$ cat config.mk
export PLATFORM = sky130hd
export DESIGN_NAME = arb_req_frontend
export DESIGN_NICKNAME = d
export VERILOG_FILES = /design/src/rtl/arb_req_frontend.sv
export SDC_FILE = /design/constraint.sdc
export NUM_CORES = 1
export LEC_CHECK = 0
export CAP_MARGIN = 10
export CELL_PAD_IN_SITES_DETAIL_PLACEMENT = 0
export CELL_PAD_IN_SITES_GLOBAL_PLACEMENT = 1
export CORE_MARGIN = 4
export CORE_UTILIZATION = 40
export CTS_BUF_LIST = sky130_fd_sc_hd__clkbuf_4
export DETAILED_ROUTE_END_ITERATION = 10
export GPL_ROUTABILITY_DRIVEN = 1
export PLACE_DENSITY = 0.76
export SLEW_MARGIN = 20
export SYNTH_ARGS = -nofsm -noshare
export SYNTH_HDL_FRONTEND = slang
export SYNTH_SLANG_ARGS = --single-unit
$ cat constraint.sdc
create_clock -name i_clk -period 2.4 [get_ports i_clk]
set_input_delay 0.36 -clock i_clk [delete_from_list [all_inputs] [get_ports i_clk]]
set_output_delay 0.36 -clock i_clk [all_outputs]
set_load 0.05 [all_outputs]
$ cat src/rtl/arb_req_frontend.sv
// Two-channel request front end: per-channel FIFO plus a request/grant FSM
// that pops one word per grant and flags overflow and grant-wait timeouts.

module arb_req_fifo #(
   parameter int DATA_W = 8,
   parameter int DEPTH  = 4
) (
   input  logic                       i_clk,
   input  logic                       i_rst_n,
   input  logic                       i_push,
   input  logic [DATA_W-1:0]          i_data,
   input  logic                       i_pop,
   output logic [DATA_W-1:0]          o_head,
   output logic [$clog2(DEPTH):0]     o_count,
   output logic                       o_full,
   output logic                       o_drop
);
   localparam int PTR_W = $clog2(DEPTH);
   localparam int CNT_W = PTR_W + 1;
   localparam logic [CNT_W-1:0] FULL_CNT = CNT_W'(DEPTH);

   logic [DATA_W-1:0] r_mem [DEPTH];
   logic [PTR_W-1:0]  r_wr_ptr;
   logic [PTR_W-1:0]  r_rd_ptr;
   logic [CNT_W-1:0]  r_count;
   logic [CNT_W-1:0]  w_count_next;
   logic              w_push_ok;
   logic              w_full;

   assign w_full    = (r_count == FULL_CNT);
   assign w_push_ok = i_push && !w_full;
   // A push into a full FIFO is lost even if a pop frees a slot this cycle.
   assign o_drop    = i_push && w_full;

   always_comb begin
      w_count_next = r_count + CNT_W'(w_push_ok) - CNT_W'(i_pop);
   end

   // Storage carries no reset so it maps onto plain RAM.
   always_ff @(posedge i_clk) begin
      if (w_push_ok) begin
         r_mem[r_wr_ptr] <= i_data;
      end
   end

   // Pointers wrap naturally because DEPTH is a power of two.
   always_ff @(posedge i_clk or negedge i_rst_n) begin
      if (!i_rst_n) begin
         r_wr_ptr <= '0;
         r_rd_ptr <= '0;
         r_count  <= '0;
      end else begin
         if (w_push_ok) begin
            r_wr_ptr <= r_wr_ptr + PTR_W'(1);
         end
         if (i_pop) begin
            r_rd_ptr <= r_rd_ptr + PTR_W'(1);
         end
         r_count <= w_count_next;
      end
   end

   assign o_head  = r_mem[r_rd_ptr];
   assign o_count = r_count;
   assign o_full  = w_full;
endmodule

module arb_req_chan #(
   parameter int DATA_W   = 8,
   parameter int DEPTH    = 4,
   parameter int WAIT_MAX = 16
) (
   input  logic                       i_clk,
   input  logic                       i_rst_n,
   input  logic                       i_push,
   input  logic [DATA_W-1:0]          i_push_data,
   input  logic                       i_grant,
   input  logic                       i_clr_err,
   output logic                       o_full,
   output logic [$clog2(DEPTH):0]     o_count,
   output logic                       o_request,
   output logic                       o_out_valid,
   output logic [DATA_W-1:0]          o_out_data,
   output logic                       o_ovf,
   output logic                       o_tmo
);
   localparam int CNT_W  = $clog2(DEPTH) + 1;
   localparam int WAIT_W = $clog2(WAIT_MAX + 1);
   localparam logic [WAIT_W-1:0] WAIT_SAT  = WAIT_W'(WAIT_MAX);
   localparam logic [WAIT_W-1:0] WAIT_LAST = WAIT_W'(WAIT_MAX - 1);

   typedef enum logic [1:0] {
      S_IDLE = 2'd0,
      S_REQ  = 2'd1,
      S_XFER = 2'd2
   } state_t;

   state_t              r_state;
   state_t              w_state_next;
   logic [WAIT_W-1:0]   r_wait;
   logic [WAIT_W-1:0]   w_wait_next;
   logic                w_pop;
   logic                w_tmo_set;
   logic                w_drop;
   logic [DATA_W-1:0]   w_head;
   logic [CNT_W-1:0]    w_count;
   logic                r_request;
   logic                r_out_valid;
   logic [DATA_W-1:0]   r_out_data;
   logic                r_ovf;
   logic                r_tmo;

   arb_req_fifo #(
      .DATA_W (DATA_W),
      .DEPTH  (DEPTH)
   ) u_fifo (
      .i_clk   (i_clk),
      .i_rst_n (i_rst_n),
      .i_push  (i_push),
      .i_data  (i_push_data),
      .i_pop   (w_pop),
      .o_head  (w_head),
      .o_count (w_count),
      .o_full  (o_full),
      .o_drop  (w_drop)
   );

   always_ff @(posedge i_clk or negedge i_rst_n) begin
      if (!i_rst_n) begin
         r_state <= S_IDLE;
      end else begin
         r_state <= w_state_next;
      end
   end

   // The wait counter parks at WAIT_MAX so the timeout fires once per
   // request; a clear while still waiting therefore sticks.
   always_comb begin
      w_state_next = r_state;
      w_wait_next  = r_wait;
      w_pop        = 1'b0;
      w_tmo_set    = 1'b0;
      case (r_state)
         S_IDLE: begin
            w_wait_next = '0;
            if (w_count != '0) begin
               w_state_next = S_REQ;
            end
         end
         S_REQ: begin
            if (i_grant) begin
               w_state_next = S_XFER;
               w_pop        = 1'b1;
               w_wait_next  = '0;
            end else if (r_wait != WAIT_SAT) begin
               w_wait_next = r_wait + WAIT_W'(1);
               w_tmo_set   = (r_wait == WAIT_LAST);
            end
         end
         S_XFER: begin
            w_state_next = S_IDLE;
         end
         default: begin
            w_state_next = S_IDLE;
         end
      endcase
   end

   always_ff @(posedge i_clk or negedge i_rst_n) begin
      if (!i_rst_n) begin
         r_wait      <= '0;
         r_request   <= 1'b0;
         r_out_valid <= 1'b0;
         r_out_data  <= '0;
         r_ovf       <= 1'b0;
         r_tmo       <= 1'b0;
      end else begin
         r_wait      <= w_wait_next;
         r_request   <= (w_state_next == S_REQ);
         r_out_valid <= w_pop;
         if (w_pop) begin
            r_out_data <= w_head;
         end
         if (w_drop) begin
            r_ovf <= 1'b1;
         end else if (i_clr_err) begin
            r_ovf <= 1'b0;
         end
         if (w_tmo_set) begin
            r_tmo <= 1'b1;
         end else if (i_clr_err) begin
            r_tmo <= 1'b0;
         end
      end
   end

   assign o_count     = w_count;
   assign o_request   = r_request;
   assign o_out_valid = r_out_valid;
   assign o_out_data  = r_out_data;
   assign o_ovf       = r_ovf;
   assign o_tmo       = r_tmo;
endmodule

module arb_req_frontend #(
   parameter int DATA_W   = 8,
   parameter int DEPTH    = 4,
   parameter int WAIT_MAX = 16
) (
   input  logic                       i_clk,
   input  logic                       i_rst_n,
   input  logic [1:0]                 i_push,
   input  logic [DATA_W-1:0]          i_push_data0,
   input  logic [DATA_W-1:0]          i_push_data1,
   output logic [1:0]                 o_full,
   output logic [$clog2(DEPTH):0]     o_count0,
   output logic [$clog2(DEPTH):0]     o_count1,
   output logic [1:0]                 o_request,
   input  logic [1:0]                 i_grant,
   output logic [1:0]                 o_out_valid,
   output logic [DATA_W-1:0]          o_out_data0,
   output logic [DATA_W-1:0]          o_out_data1,
   output logic [1:0]                 o_ovf,
   output logic [1:0]                 o_tmo,
   input  logic                       i_clr_err
);
   localparam int CNT_W = $clog2(DEPTH) + 1;

   logic [1:0][DATA_W-1:0] w_push_data;
   logic [1:0][DATA_W-1:0] w_out_data;
   logic [1:0][CNT_W-1:0]  w_count;

   assign w_push_data[0] = i_push_data0;
   assign w_push_data[1] = i_push_data1;

   // Channels share nothing but the clock, reset and error clear.
   for (genvar gi = 0; gi < 2; gi++) begin : g_chan
      arb_req_chan #(
         .DATA_W   (DATA_W),
         .DEPTH    (DEPTH),
         .WAIT_MAX (WAIT_MAX)
      ) u_chan (
         .i_clk       (i_clk),
         .i_rst_n     (i_rst_n),
         .i_push      (i_push[gi]),
         .i_push_data (w_push_data[gi]),
         .i_grant     (i_grant[gi]),
         .i_clr_err   (i_clr_err),
         .o_full      (o_full[gi]),
         .o_count     (w_count[gi]),
         .o_request   (o_request[gi]),
         .o_out_valid (o_out_valid[gi]),
         .o_out_data  (w_out_data[gi]),
         .o_ovf       (o_ovf[gi]),
         .o_tmo       (o_tmo[gi])
      );
   end

   assign o_count0    = w_count[0];
   assign o_count1    = w_count[1];
   assign o_out_data0 = w_out_data[0];
   assign o_out_data1 = w_out_data[1];
endmodule
==> impl_metrics.py <==
metrics = {
    "timing": {
        "finalCritPeriodShare": 0.902,
        "finalSetupTns_ns": 0,
        "fin_skew_ns": 0.0122,
        "rsz0062_at_grt": "no",
        "setup_viol": 0,
        "max_slew_margin": 0.588,
        "fmax_mhz": 462,
        "worst_pin_slew_ns": 0.618,
        "min_period_ns": 2.17,
        "hold_viol": 0,
        "drv_slew": 0,
    },
    "synth": {
        "synthCells": 323,
        "synth_flop_cell": "edfxtp_1",
        "synthesis.area_um2": 4810,
        "synth-seq-cells": 116,
        "synth_warnings": 0,
        "async_reset_ff_frac": 0.448,
        "synthTopCellsByArea": "edfxtp_1 (40%), dfrtp_1 (27%), mux2i_1 (7.1%)",
        "synth_cell_type_count": 40,
        "synth_nets": 366,
        "syn_area_per_cell_um2": 14.9,
        "synth_edf_count": 64,
        "synth_top_area_cell": "edfxtp_1",
        "synth_seq_area_share": 0.670,
        "yosysTopAreaCellShare": 0.399,
    },
    "critical_path": {
        "r2r_start": "g_chan[0].u_chan.u_fifo.o_count[1]$_DFF_PN0_",
        "r2r-end": "g_chan[0].u_chan.u_fifo.o_count[2]$_DFF_PN0_",
        "path_buf_inv": 1,
        "max_stage_delay_ns": 0.84,
        "slowest_stage": "clkdlybuf4s50_1",
        "cp_max_fo": 5,
        "cp-startpoint": "g_chan[1].u_chan.u_fifo.o_count[2]$_DFF_PN0_",
        "cp-end-kind": "output port",
        "critPathKind": "register to output port",
        "rr_worst_depth": 10,
        "arrival_ns": 1.81,
        "worstPathCellList": "clkdlybuf4s50_1",
        "cp-start-kind": "register",
        "reg2reg_slack_ns": 0.35,
        "crit_family": "buffers and inverters",
        "cp.required_ns": 2.04,
    },
    "pwr": {
        "power_leakage_uw": 0.00238,
        "max-vdd-ir-drop_mv": 0.608,
        "power-per-cell-area_nw_per_um2": 1280,
    },
    "floorplanning": {
        "die_y_um": 118,
        "start_util": 0.414,
        "core_area_um2": 11600,
        "die_w_um": 118,
        "io_pins": 55,
        "die-area_um2": 13900,
        "core.rowCount": 39,
    },
    "global_route": {
        "grt_pass1_wl_um": 13900,
        "grt-ovfl-total": 0,
        "grt_max_degree": 29,
        "antenna_found_initial": 0,
        "grt_pass1_vias": 2838,
        "grtUsageTotal": 0.131,
    },
    "cells_and_area": {
        "layout_commonest_cell": "edfxtp_1",
        "fill_cells": 1017,
        "nNetsFinal": 429,
        "drive_above_1_share": 0.125,
        "final_cell_mix": "edfxtp_1 (64), clkdlybuf4s50_1 (51), dfrtp_1 (50)",
        "area_growth_pct": 20.0,
        "utilization": 0.498,
        "regArea_um2": 3230,
        "multiInputGateArea_um2": 1370,
        "diodes": 0,
    },
    "flow_run": {
        "maxCapViolations": 0,
    },
    "clocking": {
        "cts-htree-levels": 4,
        "cts_sinks": 116,
        "cts-buffers-inserted": 17,
        "cts_max_path_buffers": 2,
        "cts-root-buf": "clkbuf_4",
        "clk_pin_slew_ns": 0.10,
        "clk_latency_ns": 0.51,
        "cts_tree": "built",
    },
    "routing": {
        "firstDrtPassIters": 4,
        "drc_errors": 0,
        "ant_nets": 0,
        "drt-total-wl_um": 8440,
        "post_drt_wl_per_cell_um": 15.6,
        "vias": 2649,
        "drtIter0Drc": 132,
        "vias_per_cell": 4.89,
    },
    "place": {
        "gp_congestion": 0.781,
        "portBuffers": 54,
        "hpwl_um": 5720,
    },
    "outcome": {
        "status": "finished clean",
    },
    "worst_hold_path": {
        "min_path_type": "primary input to async pin",
    },
}
==> state kept, by name, summed over array words and instances, names as in the netlist <==
| register | count |
|---|---|
| g_chan.u_chan.r_wait | 10 |
| g_chan.u_chan.o_tmo | 2 |
| g_chan.u_chan.o_out_valid | 2 |
| g_chan.u_chan.u_fifo.r_mem | 64 |
| g_chan.u_chan.r_state | 4 |
| g_chan.u_chan.u_fifo.r_rd_ptr | 4 |
| g_chan.u_chan.o_out_data | 16 |
| g_chan.u_chan.u_fifo.o_count | 6 |
| g_chan.u_chan.u_fifo.r_wr_ptr | 4 |
| g_chan.u_chan.o_request | 2 |
| g_chan.u_chan.o_ovf | 2 |
==> through the flow <==
stage | cell area, um^2 | total power, uW | hold WS [ns] | worst slack, ns | std cells
after floorplan | 4820 | 5170 | 0.0644 | 0.0606 | 323
after global placement | 5480 | 5950 | 0.423 | 0.0586 | 509
after detailed placement | 5480 | 6020 | 0.418 | 0.0380 | 509
after CTS | 5780 | 7510 | 0.371 | 0.0736 | 542
after global routing | 5780 | 7840 | 0.393 | 0.0975 | 542
final | 5780 | 7390 | 0.392 | 0.234 | 542
==> kinds of logic (layout without fill, tap and decap cells) <==
| family | after synthesis | in the layout | share of synthesized area |
|---|---|---|---|
| AND/OR/NAND/NOR | 58 | 58 | 0.0691 |
| adder cells (fa/ha/maj) | 20 | 20 | 0.0551 |
| buffers and inverters | 45 | 121 | 0.0468 |
| AO/OA/AOI/OAI | 40 | 40 | 0.0694 |
| XOR/XNOR | 8 | 8 | 0.0146 |
| flip-flops | 116 | 116 | 0.670 |
| multiplexers | 36 | 36 | 0.0754 |
==> metal layers <==
| metal | part of all wire | vias to the layer above | track usage |
|---|---|---|---|
| met3 | 0.051 | 11 | 0.0553 |
| met2 | 0.52 | 65 | 0.230 |
| met5 | 0 | - | 0 |
| met1 | 0.41 | 1277 | 0.139 |
| met4 | 0.013 | 0 | 0.0505 |
| li1 | - | 1296 | - |
==> power breakdown <==
group | total (uW) | internal, uW | switching (uW) | leakage (uW)
Combinational | 2850 | 1080 | 1770 | 0.000982
Clock | 1480 | 797 | 680 | 0.000158
Sequential | 3060 | 2710 | 358 | 0.00124
Total | 7390 | 4590 | 2810 | 0.00238
==> final cells by class <==
class                      instances  share of cell area
clock buffer                      17              0.0221
clock inverter                    15              0.0292
sequential                       116               0.558
timing repair buffer              64               0.107
multi-input combinational        162               0.236
inverter                          25              0.0162
tap                              143              0.0310
==> repair_timing <==
action / 4_1_cts / 5_1_grt
setup endpoints to repair: 1 / 1
hold buffers: 1 / 0
setup buffers: 0 / 0
resized for setup: 1 / 2
hold endpoints to repair: 24 / 0
==> worst max path at each step <==
stage	endpoint	slack [ns]	cells after the start
floorplan	g_chan[0].u_chan.u_fifo.o_count[2]$_DFF_PN0_	0.06	10
global placement	g_chan[0].u_chan.u_fifo.o_count[2]$_DFF_PN0_	0.06	10
detailed placement	g_chan[0].u_chan.u_fifo.o_count[2]$_DFF_PN0_	0.04	10
CTS	o_full[0]	0.07	3
global route	g_chan[0].u_chan.u_fifo.o_count[2]$_DFF_PN0_	0.1	10
finish	o_count1[2]	0.23	1
==> synthesized netlist by cell type, types with 3 or more instances <==
master / n
and2_1: 10
dfrtp_1: 52
ha_1: 18
buf_2: 6
inv_1: 25
nand2_1: 20
a21oi_1: 4
xnor2_1: 7
o221ai_1: 14
nor2_1: 4
a22o_1: 6
mux2i_1: 34
a221oi_1: 4
edfxtp_1: 64
nand2b_1: 3
buf_4: 11
Power figures use the tool's default switching activity.
==> patch (same settings) <==
The 3 states of `state_t` get a one-hot encoding in 3 bits.
--- a/src/rtl/arb_req_frontend.sv
+++ b/src/rtl/arb_req_frontend.sv
@@ -90,8 +90,8 @@
    localparam logic [WAIT_W-1:0] WAIT_LAST = WAIT_W'(WAIT_MAX - 1);
 
-   typedef enum logic [1:0] {
-      S_IDLE = 2'd0,
-      S_REQ  = 2'd1,
-      S_XFER = 2'd2
+   typedef enum logic [2:0] {
+      S_IDLE = 3'b001,
+      S_REQ  = 3'b010,
+      S_XFER = 3'b100
    } state_t;
 
Function: same outputs for any inputs over 10 cycles, from zero or initial values and one cycle with i_rst_n low; not proved beyond that.
==> patch against the original RTL <==
Non-clock buffer count down 3. Power up 9.9%. Sequential cell count up 2. Setup slack worse by 0.025 ns. Sequential share of layout area down 2.2 points. Clock power up 29%. Area after synthesis up 4.3%. First-iteration DRC count down 18%. Design area up 5.8%. Fmax down 1.1%. Routed wire length down 1.6%. Critical path type unchanged. Critical endpoint is now o_full[0]. Largest cell class unchanged. Highest routed layer unchanged.
==> patch: results (changes against the original RTL) <==
Final layout:
- The fraction of standard cell area that is sequential is 53.6% (-2.2 points).
- The clock distribution area overhead in the final layout is 6.47% (+1.3 points).
- The share of cells above drive strength 1 is 24.3% (+12 points).
- The number of combinational gates with multiple inputs is 136 (-16%).
- The final-layout non-clock buffer area share came to 9.83% (-0.87 points).
- The non-clock inverter count in the final layout is 23 (-8.0%).
- The multi-input gate area in the final layout is 1540 µm² (+13%).
- The post-route non-filler standard cell count was 539 (-0.55%).
- The final standard cell area without fillers is 6110 µm² (+5.8%).
- The number of fillers in the final layout is 1032 (+1.5%).
- The antenna diode count is 1 (+1).
- The layout net count was 400 (-6.8%).

Logic synthesis:
- By count the netlist is led by sky130_fd_sc_hd__edfxtp_1 (64), sky130_fd_sc_hd__dfrtp_1 (52), sky130_fd_sc_hd__inv_1 (23).
- The mean instance size in the synthesized netlist is 17.1 µm² (+15%).
- The fraction of registers with async set or reset after synthesis came to 45.8% (+0.94 points).
- The number of nets produced by synthesis came to 336 (-8.2%).
- Ranked by total cell area, the synthesized netlist is headed by sky130_fd_sc_hd__edfxtp_1 (38%), sky130_fd_sc_hd__dfrtp_1 (26%), sky130_fd_sc_hd__mux4_2 (7.2%).
- The sequential fraction of the synthesis area is 65.2% (-1.7 points).
- The number of distinct library cells after synthesis came to 38 (-5.0%).
- The number of register bits inferred by synthesis was 118 (+1.7%).

GRT:
- The met1 capacity usage during global routing came to 15.5% (+1.6 points).
- The maximum number of pins on one net before global-route repair is 36 (+24%).
- The global-route total usage across every layer was 12.7% (-0.37 points).
- The met3 track demand over resource in global routing is 4.48% (-1.0 points).
- The met2 track demand over resource in global routing came to 19.9% (-3.1 points).
- The number of global-route vias before repair was 2711 (-4.5%).

Placed design:
- The number of buffers added on ports came to 54 (unchanged).
- The global placement routability congestion came to 0.826 (+5.8%).
- The post-DP HPWL is 5520 µm (-3.5%).
- The post-placement setup slack is 0.0407 ns (+0.00267 ns).

STA:
- The relative max-transition margin is 59.8% (+1.0 points).
- The setup slack after layout is 0.209 ns (-0.0248 ns).
- The final hold slack is 0.331 ns (-0.0610 ns).
- The setup clock skew after layout is 0.0138 ns (+0.00162 ns).

Power and ir drop:
- The clock network fraction of design power is 23.5% (+3.5 points).
- The leakage dissipation is 2.37 nW (-0.30%).
- The switching power of the nets is 2.85 mW (+1.3%).
- The total clock network power came to 1.91 mW (+29%).
- The peak supply drop was 0.622 mV (+2.3%).

Worst setup path:
- The worst-case reg-to-reg path depth was 8 (-2).
- The critical path starts at g_chan[0].u_chan.u_fifo.o_count[1]$_DFF_PN0_.
- The startpoint identified for the worst register-to-register timing path is g_chan[0].u_chan.r_state[0]$_DFF_PN1_.
- The arrival time of the worst setup path is 1.83 ns (+0.02 ns).
- The end point of the critical path is o_full[0].
- The setup slack on the worst flop-to-flop path is 0.25 ns (-0.10 ns).

Routing:
- The post-route met1 wirelength was 3710 µm (+6.5%).
- The routed via count divided by cell count is 4.78 (-2.1%).
- The routed length on met2 is 4140 µm (-6.6%).
- The first-iteration detailed-routing DRC count is 108 (-18%).

Status:
- The flow ran to the end, and the final reports show no timing, DRC or antenna violations.
==> patch: changes by cell type after synthesis, sizes merged, moves of 5 or more <==
cell | unedited run | this run
mux4 | 0 | 16
mux2i | 34 | 2
nor2b | 2 | 7
o221ai | 16 | 0
nand2 | 22 | 2
mux2 | 2 | 18
==> patch: logic make-up (layout without fill, tap and decap cells) <==
| kind of cell | count (synthesis) | count (layout) | synth area share [%] |
|---|---|---|---|
| multiplexers | 36 | 36 | 12.7 |
| other | 0 | 1 | 0 |
| buffers and inverters | 39 | 116 | 4.26 |
| flip-flops | 118 | 118 | 65.2 |
| AND/OR/NAND/NOR | 42 | 42 | 6.60 |
| adder cells (fa/ha/maj) | 20 | 20 | 5.28 |
| XOR/XNOR | 14 | 14 | 2.44 |
| AO/OA/AOI/OAI | 24 | 24 | 3.54 |
==> patch: what timing repair did <==
action | 4_1_cts | 5_1_grt
hold buffers | 1 | 0
resized for setup | 2 | 0
endpoints found under the setup margin | 2 | 0
endpoints found under the hold margin | 18 | 0
